`src/rtl/syn_phase_lock_pkg.sv`:
```
// Shared framing definitions: state codes, default sync period and a
// saturating counter helper used by the sync-qualification logic.
package syn_phase_lock_pkg;

  typedef enum logic [1:0] {
    HUNT    = 2'd0,
    PRESYNC = 2'd1,
    SYNC    = 2'd2
  } state_t;

  localparam int DEF_PERIOD = 8;
  localparam int DEF_CW     = 3;

  function automatic logic [3:0] sat_inc(input logic [3:0] v);
    return (v == 4'hF) ? v : v + 4'd1;
  endfunction

endpackage

```
`src/rtl/syn_phase_lock_if.sv`:
```
// Sync-pulse input and phase/lock status outputs between the sync
// generator side (master) and the phase-lock block (slave).
interface syn_phase_lock_if #(
  parameter int CW = syn_phase_lock_pkg::DEF_CW
);
  logic          isyn;
  logic [CW-1:0] ophase;
  logic          ofrm;
  logic          olock;
  logic          oerr;
  logic [1:0]    ostate;

  modport master (
    output isyn,
    input  ophase, ofrm, olock, oerr, ostate
  );

  modport slave (
    input  isyn,
    output ophase, ofrm, olock, oerr, ostate
  );
endinterface

```
`src/rtl/syn_phase_lock.sv`:
```
// Qualifies the 38 MHz sync pulse with a hunt/presync/sync framer and keeps
// a flywheel phase counter running across missing or corrupted pulses.
module syn_phase_lock
  import syn_phase_lock_pkg::*;
#(
  parameter int PERIOD   = DEF_PERIOD,
  parameter int CW       = DEF_CW,
  parameter int LOCK_CNT = 3,
  parameter int LOSS_CNT = 2
) (
  input  logic         iclk38,
  input  logic         rst,
  syn_phase_lock_if.slave bus
);

  localparam logic [CW-1:0] LAST = CW'(PERIOD - 1);
  localparam logic [3:0]    LOCK = 4'(LOCK_CNT);
  localparam logic [3:0]    LOSS = 4'(LOSS_CNT);

  state_t        state, state_n;
  logic [CW-1:0] cnt, cnt_n;
  logic [3:0]    good, good_n;
  logic [3:0]    miss, miss_n;
  logic          err, err_n;

  logic expected;
  logic bad;

  assign expected = (cnt == LAST);
  // In SYNC exactly one of these can be true per cycle, so at most one bad event counts.
  assign bad      = expected ? !bus.isyn : bus.isyn;

  always_comb begin
    state_n = state;
    cnt_n   = expected ? '0 : cnt + 1'b1;
    good_n  = good;
    miss_n  = miss;
    err_n   = 1'b0;
    case (state)
      HUNT: begin
        if (bus.isyn) begin
          cnt_n  = '0;
          good_n = 4'd1;
          if (LOCK == 4'd1) begin
            state_n = SYNC;
            miss_n  = 4'd0;
          end else begin
            state_n = PRESYNC;
          end
        end
      end
      PRESYNC: begin
        if (expected) begin
          if (bus.isyn) begin
            good_n = sat_inc(good);
            if (sat_inc(good) == LOCK) begin
              state_n = SYNC;
              miss_n  = 4'd0;
            end
          end else begin
            state_n = HUNT;
            good_n  = 4'd0;
          end
        end else if (bus.isyn) begin
          cnt_n  = '0;
          good_n = 4'd1;
        end
      end
      SYNC: begin
        // Flywheel: the counter is never realigned once locked.
        if (expected && bus.isyn) miss_n = 4'd0;
        if (bad) begin
          err_n  = 1'b1;
          miss_n = sat_inc(miss);
          if (sat_inc(miss) == LOSS) begin
            state_n = HUNT;
            good_n  = 4'd0;
            miss_n  = 4'd0;
          end
        end
      end
      default: begin
        state_n = HUNT;
        good_n  = 4'd0;
        miss_n  = 4'd0;
      end
    endcase
  end

  always_ff @(posedge iclk38) begin
    if (rst) begin
      state <= HUNT;
      cnt   <= '0;
      good  <= 4'd0;
      miss  <= 4'd0;
      err   <= 1'b0;
    end else begin
      state <= state_n;
      cnt   <= cnt_n;
      good  <= good_n;
      miss  <= miss_n;
      err   <= err_n;
    end
  end

  assign bus.ophase = cnt;
  assign bus.olock  = (state == SYNC);
  assign bus.ofrm   = bus.olock && (cnt == '0);
  assign bus.oerr   = err;
  assign bus.ostate = state;

endmodule

```
`src/flat_wrapper.sv`:
```
// flat-port wrapper written by rule: the top's interface ports become plain ports
module syn_phase_lock_flat import syn_phase_lock_pkg::*;
#(
  parameter int PERIOD   = DEF_PERIOD,
  parameter int CW       = DEF_CW,
  parameter int LOCK_CNT = 3,
  parameter int LOSS_CNT = 2
)
  (iclk38, rst, bus_isyn, bus_ophase, bus_ofrm, bus_olock, bus_oerr, bus_ostate);
  syn_phase_lock_if #(.CW(CW)) bus_i ();
  input  logic iclk38;
  input  logic rst;
  input wire logic [$bits(bus_i.isyn)-1:0] bus_isyn;
  output wire logic [$bits(bus_i.ophase)-1:0] bus_ophase;
  output wire logic [$bits(bus_i.ofrm)-1:0] bus_ofrm;
  output wire logic [$bits(bus_i.olock)-1:0] bus_olock;
  output wire logic [$bits(bus_i.oerr)-1:0] bus_oerr;
  output wire logic [$bits(bus_i.ostate)-1:0] bus_ostate;
  assign bus_i.isyn = bus_isyn;
  assign bus_ophase = bus_i.ophase;
  assign bus_ofrm = bus_i.ofrm;
  assign bus_olock = bus_i.olock;
  assign bus_oerr = bus_i.oerr;
  assign bus_ostate = bus_i.ostate;
  syn_phase_lock #(.PERIOD(PERIOD), .CW(CW), .LOCK_CNT(LOCK_CNT), .LOSS_CNT(LOSS_CNT)) u_core (.iclk38(iclk38), .rst(rst), .bus(bus_i));
endmodule
```
`config.mk`:
```
export PLATFORM = sky130hd
export DESIGN_NAME = syn_phase_lock_flat
export DESIGN_NICKNAME = d
export VERILOG_FILES = /design/src/rtl/syn_phase_lock_pkg.sv /design/src/rtl/syn_phase_lock_if.sv /design/src/rtl/syn_phase_lock.sv /design/src/flat_wrapper.sv
export SDC_FILE = /design/constraint.sdc
export NUM_CORES = 1
export LEC_CHECK = 0
export BUFFER_PORTS_ARGS = -buffer_cell sky130_fd_sc_hd__buf_4
export CELL_PAD_IN_SITES_DETAIL_PLACEMENT = 1
export CELL_PAD_IN_SITES_GLOBAL_PLACEMENT = 1
export CORE_UTILIZATION = 45
export CTS_CLUSTER_DIAMETER = 30
export DETAILED_ROUTE_END_ITERATION = 7
export HOLD_SLACK_MARGIN = 0.05
export PLACE_DENSITY_LB_ADDON = 0.1
export SLEW_MARGIN = 20
export SYNTH_ARGS = -nofsm -noshare
export SYNTH_HDL_FRONTEND = slang
export SYNTH_SLANG_ARGS = --single-unit
```
`constraint.sdc`:
```
create_clock -name iclk38 -period 4.01 [get_ports iclk38]
set_clock_uncertainty 0.2 [all_clocks]
set_input_delay 0.401 -clock iclk38 [delete_from_list [all_inputs] [get_ports iclk38]]
set_output_delay 0.401 -clock iclk38 [all_outputs]
set_load 0.02 [all_outputs]
```
# ---- Yosys cells after proc, flatten, opt, wreduce, memory -nomap -nowiden
# Index checks and enable logic that the tools add are counted.
dict set report op_classes {
  n_addsub 3
  eq_ne 15
  muxes 28
  n_bitwise 2
  n_reduce_logical 9
}
# cell count
set op_table {}
lappend op_table {{4-bit 2-to-1 mux} 13}
lappend op_table {{4-bit case mux with 3 select lines} 2}
lappend op_table {{2-bit 2-to-1 mux} 6}
lappend op_table {{5-bit AND reduction} 2}
lappend op_table {{3-bit 2-to-1 mux} 3}
lappend op_table {{4-bit by 1-bit adder with 4-bit output (second input constant)} 2}
lappend op_table {{4-bit by 2-bit == test with 1-bit output (second input constant)} 2}
lappend op_table {{4-bit == test (second input constant)} 2}
lappend op_table {{2-bit != test (second input constant)} 4}
lappend op_table {{2-bit case mux with 3 select lines} 1}
lappend op_table {{3-bit case mux with 2 select lines} 1}
lappend op_table {{2-bit by 1-bit != test with 1-bit output (second input constant)} 2}
lappend op_table {{3-bit by 1-bit adder with 3-bit output (second input constant)} 1}
lappend op_table {{3-bit == test (second input constant)} 1}
lappend op_table {{3-bit zero test} 1}
lappend op_table {{3-bit by 2-bit != test with 1-bit output (second input constant)} 1}
lappend op_table {{3-bit != test (second input constant)} 1}
lappend op_table {{2-bit by 1-bit == test with 1-bit output (second input constant)} 1}
lappend op_table {{2-bit == test (second input constant)} 1}
lappend op_table {{1-bit logical AND} 2}
lappend op_table {{2-bit zero test} 1}
lappend op_table {{1-bit 2-to-1 mux} 2}
lappend op_table {{1-bit NOT} 2}
lappend op_table {{2-bit AND reduction} 1}
lappend op_table {{other kinds (2)} 2}
dict set report totals {
  reg_bits 14
  out_inout_bits 8
  elab_cells 62
}

# ---- Depth between registers and ports, before layout
# Gate-level depths: netlist (run 1).
dict set report depth {
  ltp_word 7
  ltp_mapped 8
}

# ---- Least setup slack after synthesis (run 1)
# OpenSTA, ideal clock, no wires.
dict set report synth_path {
  path_type {reg-to-reg}
  from {register u_core.cnt[0] (netlist: u_core.bus.ophase[0])}
  to {register u_core.miss[0]}
  setup_time_ps 75
  arrival_time_ps 1892
  required_time_ps 3735
  path_slack_ps 1843
  path_stages_with_launch 9
  synth_period_minus_slack_ps 2167
  path_cell_list {dfxtp_1 -> ha_1 -> ha_1 -> inv_1 -> ha_1 -> inv_1 -> o311ai_0 -> nand3_1 -> o22ai_1}
}
dict set report synth_via {
  elab_chain_cells 4
}
# item line_no
set synth_lines {}
lappend synth_lines {{start: declaration} syn_phase_lock.sv:21} ;# logic [CW-1:0] cnt, cnt_n;
lappend synth_lines {{start signal: assignment} syn_phase_lock.sv:99} ;# cnt <= cnt_n;
lappend synth_lines {{3-bit == test (*)} syn_phase_lock.sv:29} ;# assign expected = (cnt == LAST);
lappend synth_lines {{1-bit 2-to-1 mux (*)} syn_phase_lock.sv:31} ;# assign bad = expected ? !bus.isyn : bus.isyn;
lappend synth_lines {{via u_core.bad} syn_phase_lock.sv:27} ;# logic bad;
lappend synth_lines {{3-bit != test (no line) / 4-bit 2-to-1 mux (equally long branches)} n/a}
lappend synth_lines {{5-bit AND reduction (no line) / 4-bit case mux with 3 select lines (equally long branches)} n/a}
lappend synth_lines {{end signal: assignment} syn_phase_lock.sv:101} ;# miss <= miss_n;
lappend synth_lines {{end: declaration} syn_phase_lock.sv:23} ;# logic [3:0] miss, miss_n;
# Mark *: on every way through the listed nets, which the timed path passes. The rest lies on a longest branch.
# A chain may end at the register's enable or synchronous reset.

# ---- Final worst setup path (run 1)
# Ends and elaborated chain as after synthesis.

==> results of run 1 <==
logic make-up (layout without fill, tap and decap cells):
kind of cell / after synthesis / count (layout)
compound gates: 34 / 34
simple gates: 33 / 33
fa+ha+maj: 7 / 7
xor+xnor: 1 / 1
flops: 14 / 14
buf+inv: 13 / 24
through the flow:
step / util / hold WS [ns] / worst slack [ns] / instance area (um2)
4_1_cts: 0.5621 / 0.1543 / 1.708 / 1002
2_1_floorplan: - / 0.2965 / 1.843 / 879.6
3_5_place_dp: 0.5418 / 0.3072 / 1.750 / 965.9
5_1_grt: 0.5621 / 0.1634 / 1.494 / 1002
6_report: 0.5621 / 0.1584 / 1.691 / 1002
3_3_place_gp: 0.5418 / 0.2710 / 1.829 / 965.9
cells in the final DEF, fill, tap and decap left out, drive strengths merged, types with 3 or more instances in the layout:
master | netlist | final
o21ai | 6 | 6
ha | 7 | 7
clkbuf | 0 | 4
nand4 | 3 | 3
a21oi | 9 | 9
buf | 3 | 10
inv | 10 | 10
and3 | 3 | 3
nand2 | 5 | 5
nand3 | 5 | 5
nor2 | 5 | 5
dfxtp | 14 | 14
area by class of cell:
cell class                      count  area (um2)
Multi-Input combinational cell     75       541.8
Timing Repair Buffer               10       75.07
Fill cell                         224       780.7
Sequential cell                    14       280.3
Clock buffer                        4       36.28
Inverter                           10       37.54
Tap cell                           25       31.28
final timing paths:
path	depth (start not counted)	slack, ns	endpoint	startpoint
worst max-delay path	8	1.69	u_core.miss[0]	u_core.bus.ophase[0]
worst min-delay path	2	0.16	u_core.bus.ostate[0]	rst
worst max register to register	8	1.69	u_core.miss[0]	u_core.bus.ophase[0]
worst min register to register	1	0.30	u_core.bus.ophase[0]	u_core.bus.ophase[0]
state kept, by name, summed over array words and instances (netlist names):
name / count
u_core.bus.oerr: 1
u_core.bus.ophase: 3
u_core.bus.ostate: 2
u_core.good: 4
u_core.miss: 4
report_power, final:
part           internal (W)  total (W)  switching [W]
registers          0.000141   0.000146     0.00000461
logic             0.0000101  0.0000253      0.0000152
clock network     0.0000554   0.000107      0.0000519
critical path: stages, from the launching register on:
cell,delay [ns]
dfxtp_1,0.39
ha_1,0.17
ha_1,0.26
inv_1,0.11
ha_1,0.36
inv_1,0.07
o311ai_0,0.36
nand3_1,0.17
o22ai_1,0.16
per-layer routing:
metal,track usage,vias to the layer above
met5,0,-
met4,0.1118,0
met3,0.04706,5
met2,0.3831,38
met1,0.3553,406
li1,-,407
==> results.sh, run 1 <==
export IMPL_cts_hold_buf=0
export IMPL_wl_met1_um=1099
export IMPL_cap_violations=0
export IMPL_area_delta_synth_final_pct=13.94
export IMPL_yosysSeqAreaShare=0.3186
export IMPL_vias_per_cell=6.203
export IMPL_p_per_area_nw_per_um2=278.0
export IMPL_synth_area_leaders="dfxtp_1 (32%), ha_1 (10%), a21oi_1 (5.1%)"
export IMPL_synth_common_cells="dfxtp_1 (14), inv_1 (10), a21oi_1 (9), ha_1 (7), o21ai_0 (6)"
export IMPL_synth_top_family_by_area="compound AO/OA/AOI/OAI gates"
export IMPL_min_period_over_period=0.5782
export IMPL_cts_sinks=14
export IMPL_critPathKind="reg -> reg"
export IMPL_num_rows=15
export IMPL_cts_buffers=3
export IMPL_ys_types=41
export IMPL_peakVddDrop_uv=176.8
export IMPL_synth_area_mux_share=0
export IMPL_wl_um=2311
export IMPL_grt_pass1_vias=811
export IMPL_fmax_mhz=431.3
export IMPL_nNetsFinal=124
export IMPL_die_h_um=46.21
export IMPL_max_slew_margin=0.7271
export IMPL_synthSimpleGateAreaFrac=0.2205
export IMPL_startpoint_type="register"
export IMPL_cts_tree="done"
export IMPL_root_buffer="clkbuf_4"
export IMPL_fin_setup_tns_ns=0
export IMPL_yosys_area_top_type="dfxtp_1"
export IMPL_period_needed_ns=2.319
export IMPL_p_leak_nw=0.4005
export IMPL_htree_num_levels=1
export IMPL_core_area_um2=1783
export IMPL_dr_max_layer_used="met4"
export IMPL_grt_max_degree=14
export IMPL_synth_xor_area_frac=0.01849
export IMPL_die_w_um=46.21
export IMPL_clock_latency_ns=0.29
export IMPL_final_max_slew_viol_count=0
export IMPL_netlist_area_um2=879.6
export IMPL_worst_slew_pin_slew_ns=0.4088
export IMPL_vias=856
export IMPL_final_cells=138
export IMPL_rsz0062_at_grt="no"
export IMPL_post_cts_buffers=0
export IMPL_synth_seq_cells=14
export IMPL_drtPass1Iterations=4
export IMPL_clk_pin_slew_ns=0.09
export IMPL_hold_violations=0
export IMPL_end_kind="register"
export IMPL_yosysWarnings=0
export IMPL_synth_compound_area_share=0.2774
export IMPL_cp_arrival_ns=2.35
export IMPL_yosys_most_used_dff="dfxtp_1"
export IMPL_syn_avg_cell_area_um2=8.623
export IMPL_placedCellCount=134
export IMPL_routedWlPerCell_um=16.75
export IMPL_async_flop_share=0
export IMPL_die_area_um2=2135
export IMPL_setup_viol=0
export IMPL_portBuffers=10
export IMPL_diodes=0
export IMPL_wl_met3_um=126
export IMPL_drive_gt1_frac=0.1770
export IMPL_drc_errors=0
export IMPL_met2_length_um=1045
export IMPL_critPathMaxFanout=7
export IMPL_syn_inst=102
export IMPL_worst_hold_path_type="in -> reg"
export IMPL_synthAdderAreaFrac=0.09957
export IMPL_synth_top_area_frac=0.3186
export IMPL_track_usage=0.2565
export IMPL_drtIter0Drc=8
export IMPL_hpwl_um=1717
export IMPL_cts_buffer_depth=2
export IMPL_start_util=0.4933
export IMPL_grt_overflow=0
export IMPL_status="finished clean"
export IMPL_total_power_w=0.0002786
export IMPL_antenna_found_initial=0
export IMPL_crit_required_ns=4.04
export IMPL_synth_edff_count=0
export IMPL_place_congestion=0.7868
export IMPL_ant_nets=0
export IMPL_grt_pass1_wl_um=3781
export IMPL_post_cts_resized=0
export IMPL_synthesis_nets=112
export IMPL_yosysMostFrequentCell="dfxtp_1"
export IMPL_ioPinCount=11
Power figures use the tool's default switching activity.
==> run 2, diff against run 1 <==
--- a/config.mk
+++ b/config.mk
@@ -8,7 +8,7 @@
 export BUFFER_PORTS_ARGS = -buffer_cell sky130_fd_sc_hd__buf_4
 export CELL_PAD_IN_SITES_DETAIL_PLACEMENT = 1
 export CELL_PAD_IN_SITES_GLOBAL_PLACEMENT = 1
-export CORE_UTILIZATION = 45
+export CORE_UTILIZATION = 37
 export CTS_CLUSTER_DIAMETER = 30
 export DETAILED_ROUTE_END_ITERATION = 7
 export HOLD_SLACK_MARGIN = 0.05
==> constraint.sdc (replaced) <==
create_clock -name iclk38 -period 2 [get_ports iclk38]
set_clock_uncertainty 0.2 [all_clocks]
set_input_delay 0.2 -clock iclk38 [delete_from_list [all_inputs] [get_ports iclk38]]
set_output_delay 0.2 -clock iclk38 [all_outputs]
set_load 0.02 [all_outputs]
==> results.sh, run 2 (same netlist as run 1, synthesis figures left out) <==
export IMPL_vias=867
export IMPL_worstHoldEndpoint="u_core.good[2]"
export IMPL_cts_buffer_depth=2
export IMPL_critical_path_max_stage_delay_ns=0.36
export IMPL_path_cells="ha_1, ha_2, buf_4, and3_4, nand4_4, a211o_1, o32ai_2"
export IMPL_portBuffers=10
export IMPL_grt_pass1_vias=871
export IMPL_r2r_setup_slack_ns=0.02
export IMPL_path_delay_family="compound AO/OA/AOI/OAI gates"
export IMPL_final_cells=149
export IMPL_die_h_um=50.76
export IMPL_drc_errors=0
export IMPL_r2r_end="u_core.miss[1]"
export IMPL_num_rows=17
export IMPL_nNetsFinal=132
export IMPL_area_delta_synth_final_pct=25.75
export IMPL_track_usage=0.2115
export IMPL_setup_viol=0
export IMPL_wl_um=2413
export IMPL_critPathMaxFanout=6
export IMPL_p_per_area_nw_per_um2=509.7
export IMPL_period_needed_ns=1.979
export IMPL_hold_violations=0
export IMPL_status="finished clean"
export IMPL_critPathKind="reg -> reg"
export IMPL_vias_per_cell=5.819
export IMPL_cts_buffers=3
export IMPL_worst_slew_pin_slew_ns=0.3402
export IMPL_grt_max_degree=14
export IMPL_start_util=0.3938
export IMPL_cts_sinks=14
export IMPL_die_w_um=50.76
export IMPL_timing_rr_start="u_core.bus.ophase[1]"
export IMPL_grt_pass1_wl_um=3953
export IMPL_design_area_um2=1106
export IMPL_rsz0062_at_grt="yes"
export IMPL_slowest_stage="dfxtp_4"
export IMPL_core_area_um2=2233
export IMPL_cp_arrival_ns=1.98
export IMPL_htree_num_levels=1
export IMPL_hpwl_um=1833
export IMPL_ioPinCount=11
export IMPL_final_max_slew_viol_count=0
export IMPL_worst_hold_path_type="in -> reg"
export IMPL_total_power_w=0.0005637
export IMPL_hold_depth=3
export IMPL_clock_latency_ns=0.28
export IMPL_final_util=0.4952
export IMPL_p_leak_nw=0.4330
export IMPL_placed_area_um2=1032
export IMPL_routedWlPerCell_um=16.19
export IMPL_drtIter0Drc=13
export IMPL_grt_overflow=0
export IMPL_hp_start="bus_isyn"
export IMPL_drtPass1Iterations=4
export IMPL_place_congestion=0.8119
export IMPL_drive_gt1_frac=0.2727
export IMPL_peakVddDrop_uv=209.5
export IMPL_startpoint_type="register"
export IMPL_end_kind="register"
export IMPL_cts_tree="done"
export IMPL_fmax_mhz=505.3
export IMPL_die_area_um2=2576
export IMPL_clk_pin_slew_ns=0.09
export IMPL_critPathBufInv=1
export IMPL_final_common_cell="buf_4"
export IMPL_root_buffer="clkbuf_4"
export IMPL_reg2regPathDepth=7
export IMPL_n_fill_cell=265
export IMPL_post_cts_buffers=0
export IMPL_whs_ns=0.1164
export IMPL_cap_violations=0
export IMPL_min_period_over_period=0.9895
export IMPL_antenna_found_initial=0
export IMPL_placedCellCount=144
export IMPL_max_slew_margin=0.7727
export IMPL_crit_required_ns=2.00
export IMPL_diodes=0
export IMPL_mostFrequentLayoutCells="buf_4 (17), dfxtp_1 (11), inv_1 (10), a21oi_1 (9)"
export IMPL_ant_nets=0
## run 2: cell count changes in the layout (fill, tap and decap cells not counted), sizes merged
| cell | change |
|---|---|
| buf | +7 |
| dlygate4sd3 | +1 |
## run 2: final cells by class
class                      count  area [um2]  share of cell area
clock buffer                   4       36.28             0.03281
sequential                    14       289.0              0.2613
timing repair buffer          18       137.6              0.1244
tap                           28       35.03             0.03167
inverter                      10       37.54             0.03394
multi-input combinational     75       570.5              0.5158
## run 2: worst max path at each step
stage	start	end	slack (ns)	depth (start not counted)
global route	u_core.bus.ophase[1]	u_core.miss[1]	-0.04	7
global placement	u_core.bus.ophase[1]	u_core.good[2]	-0.02	7
CTS	u_core.bus.ophase[1]	u_core.miss[1]	0.02	7
detailed placement	u_core.bus.ophase[1]	u_core.good[2]	-0.06	7
floorplan	u_core.bus.ophase[0]	u_core.miss[1]	0.04	7
finish	u_core.bus.ophase[1]	u_core.miss[1]	0.02	7
## run 2: repair_timing
item	CTS	global route
hold buffers	1	0
endpoints found under the hold margin	8	0
pin swaps	1	0
resized for setup	2	3
endpoints found under the setup margin	4	7
## run 2: per-stage QoR
step	TNS, ns	setup WS, ns
detailed placement	-0.1316	-0.05523
global placement	-0.03176	-0.01683
global route	-0.06534	-0.03758
floorplan	0	0.03641
finish	0	0.02102
CTS	0	0.01638
## run 2: power breakdown
group | switching, W | internal (W) | total (W) | leakage (nW)
combinational | 0.0000384 | 0.0000285 | 0.0000669 | 0.296
sequential | 0.00000496 | 0.000282 | 0.000287 | 0.116
clock | 0.0000989 | 0.000111 | 0.000210 | 0.0210
## run 2: per-layer routing
layer	vias to the layer above	GRT usage	wire length (um)
met5	-	0	0
li1	424	-	-
met1	424	0.2546	1102
met4	0	0.09722	32
met3	4	0.03636	77
met2	15	0.3622	1200
## run 2: worst reg2reg max path, stage by stage (launching register included)
cell	delay [ns]
dfxtp_4	0.36
ha_1	0.14
ha_2	0.18
buf_4	0.14
and3_4	0.20
nand4_4	0.14
a211o_1	0.31
o32ai_2	0.24
==> run 3, diff against run 2 <==
==> constraint.sdc (replaced) <==
create_clock -name iclk38 -period 1.8 [get_ports iclk38]
set_clock_uncertainty 0.2 [all_clocks]
set_input_delay 0.18 -clock iclk38 [delete_from_list [all_inputs] [get_ports iclk38]]
set_output_delay 0.18 -clock iclk38 [all_outputs]
set_load 0.02 [all_outputs]
==> results.sh, run 3 (same netlist as run 1, synthesis figures left out) <==
export IMPL_htree_num_levels=1
export IMPL_r2r_setup_slack_ns=-0.07
export IMPL_num_rows=17
export IMPL_root_buffer="clkbuf_4"
export IMPL_cp_depth=7
export IMPL_portBuffers=10
export IMPL_fin_ws_ns=-0.07480
export IMPL_critPathKind="reg -> reg"
export IMPL_routedWlPerCell_um=17.87
export IMPL_wl_um=2841
export IMPL_worstHoldEndpoint="u_core.good[3]"
export IMPL_cap_violations=0
export IMPL_path_cells="ha_4, ha_4, inv_4, ha_4, nand3b_1, a211o_1, o32ai_2"
export IMPL_grt_max_degree=14
export IMPL_rsz0062_at_grt="yes"
export IMPL_cts_sinks=14
export IMPL_worst_slew_pin_slew_ns=0.3519
export IMPL_wl_met3_um=69
export IMPL_drtIter0Drc=11
export IMPL_grt_pass1_vias=971
export IMPL_critPathMaxFanout=4
export IMPL_vias_per_cell=5.767
export IMPL_timing_rr_start="u_core.bus.ophase[0]"
export IMPL_dr_max_layer_used="met4"
export IMPL_met2_length_um=1543
export IMPL_die_w_um=50.76
export IMPL_setup_viol=5
export IMPL_drive_gt1_frac=0.3893
export IMPL_cts_buffers=3
export IMPL_hpwl_um=2193
export IMPL_grt_pass1_wl_um=4616
export IMPL_fmax_mhz=533.4
export IMPL_fin_setup_tns_ns=-0.1790
export IMPL_vias=917
export IMPL_peakVddDrop_uv=449.7
export IMPL_final_cells=159
export IMPL_path_delay_family="adder cells"
export IMPL_placed_area_um2=1149
export IMPL_start_util=0.3938
export IMPL_startpoint_type="register"
export IMPL_diodes=0
export IMPL_critPathBufInv=1
export IMPL_total_power_w=0.0006356
export IMPL_die_h_um=50.76
export IMPL_hp_start="bus_isyn"
export IMPL_p_leak_nw=0.5003
export IMPL_max_slew_margin=0.7649
export IMPL_status="finished, violations left"
export IMPL_hold_depth=3
export IMPL_r2r_end="u_core.miss[1]"
export IMPL_worst_hold_path_type="in -> reg"
export IMPL_ioPinCount=11
export IMPL_design_area_um2=1219
export IMPL_antenna_found_initial=0
export IMPL_critical_path_max_stage_delay_ns=0.37
export IMPL_ant_nets=0
export IMPL_p_per_area_nw_per_um2=521.5
export IMPL_wl_met1_um=1189
export IMPL_cp_arrival_ns=1.88
export IMPL_placedCellCount=154
export IMPL_violations="negative setup slack"
export IMPL_crit_required_ns=1.80
export IMPL_nNetsFinal=142
export IMPL_drc_errors=0
export IMPL_die_area_um2=2576
export IMPL_drtPass1Iterations=4
export IMPL_reg2regPathDepth=7
export IMPL_mostFrequentLayoutCells="buf_4 (27), inv_1 (9), dfxtp_1 (9), a21oi_1 (8)"
export IMPL_cp_common_cell="ha_4"
export IMPL_end_kind="register"
export IMPL_core_area_um2=2233
export IMPL_grt_overflow=0
export IMPL_clock_latency_ns=0.29
export IMPL_hold_violations=0
export IMPL_place_congestion=0.9178
export IMPL_cts_buffer_depth=2
export IMPL_slowest_stage="dfxtp_4"
export IMPL_final_max_slew_viol_count=0
export IMPL_final_util=0.5457
export IMPL_area_delta_synth_final_pct=38.55
export IMPL_final_common_cell="buf_4"
export IMPL_track_usage=0.2459
export IMPL_clk_pin_slew_ns=0.09
export IMPL_period_needed_ns=1.875
export IMPL_cts_tree="done"
export IMPL_min_period_over_period=1.042
==> run 3: repair_timing <==
| action | in CTS | in global routing |
|---|---|---|
| setup endpoints to repair | 7 | 9 |
| pin swaps | 2 | 1 |
| hold endpoints to repair | 7 | 0 |
| buffers inserted | 0 | 0 |
| hold buffers | 1 | 0 |
| resized for setup | 4 | 5 |
==> run 3: metal layers <==
layer / GRT usage / vias up
met2: 0.4756 / 12
li1: - / 444
met4: 0.06019 / 0
met3: 0.06364 / 4
met1: 0.2591 / 457
met5: 0 / -
==> run 3: how the worst max path moves through the flow <==
stage | startpoint | endpoint | slack, ns
after global routing | u_core.bus.ophase[0] | u_core.miss[1] | -0.15
after CTS | u_core.bus.ophase[0] | u_core.miss[1] | -0.09
final | u_core.bus.ophase[0] | u_core.miss[1] | -0.07
after floorplan | u_core.bus.ophase[0] | u_core.miss[1] | -0.03
after global placement | u_core.bus.ophase[0] | u_core.miss[1] | -0.03
after detailed placement | u_core.bus.ophase[0] | u_core.good[2] | -0.16
==> run 3: area by class of cell <==
| class | instances | area [um2] |
|---|---|---|
| clock buffers | 4 | 36.28 |
| fillers | 274 | 1015 |
| inverters | 10 | 40.04 |
| multi-input cells | 75 | 600.6 |
| flip-flops and latches | 14 | 294.0 |
| well taps | 28 | 35.03 |
| repair buffers | 28 | 212.7 |
==> run 3: worst reg2reg max path: cells and delay by family, from the launching register on <==
| kind | cells | cell delay [ns] |
|---|---|---|
| flops | 1 | 0.37 |
| compound gates | 2 | 0.52 |
| fa+ha+maj | 3 | 0.56 |
| simple gates | 1 | 0.12 |
| buf+inv | 1 | 0.04 |
==> run 3: power by group <==
part | total [W] | internal [W] | switching [W] | leakage, nW
combinational | 0.0000844 | 0.0000382 | 0.0000461 | 0.363
clock | 0.000232 | 0.000123 | 0.000108 | 0.0210
sequential | 0.000320 | 0.000312 | 0.00000710 | 0.117
total | 0.000636 | 0.000474 | 0.000162 | 0.500
==> run 3: per-stage QoR <==
stage,worst slack (ns),hold WS [ns]
after floorplan,-0.03173,0.1989
after global placement,-0.02596,0.2421
after detailed placement,-0.1634,0.2448
after CTS,-0.08873,0.09050
after global routing,-0.1537,0.1187
final,-0.07480,0.1057
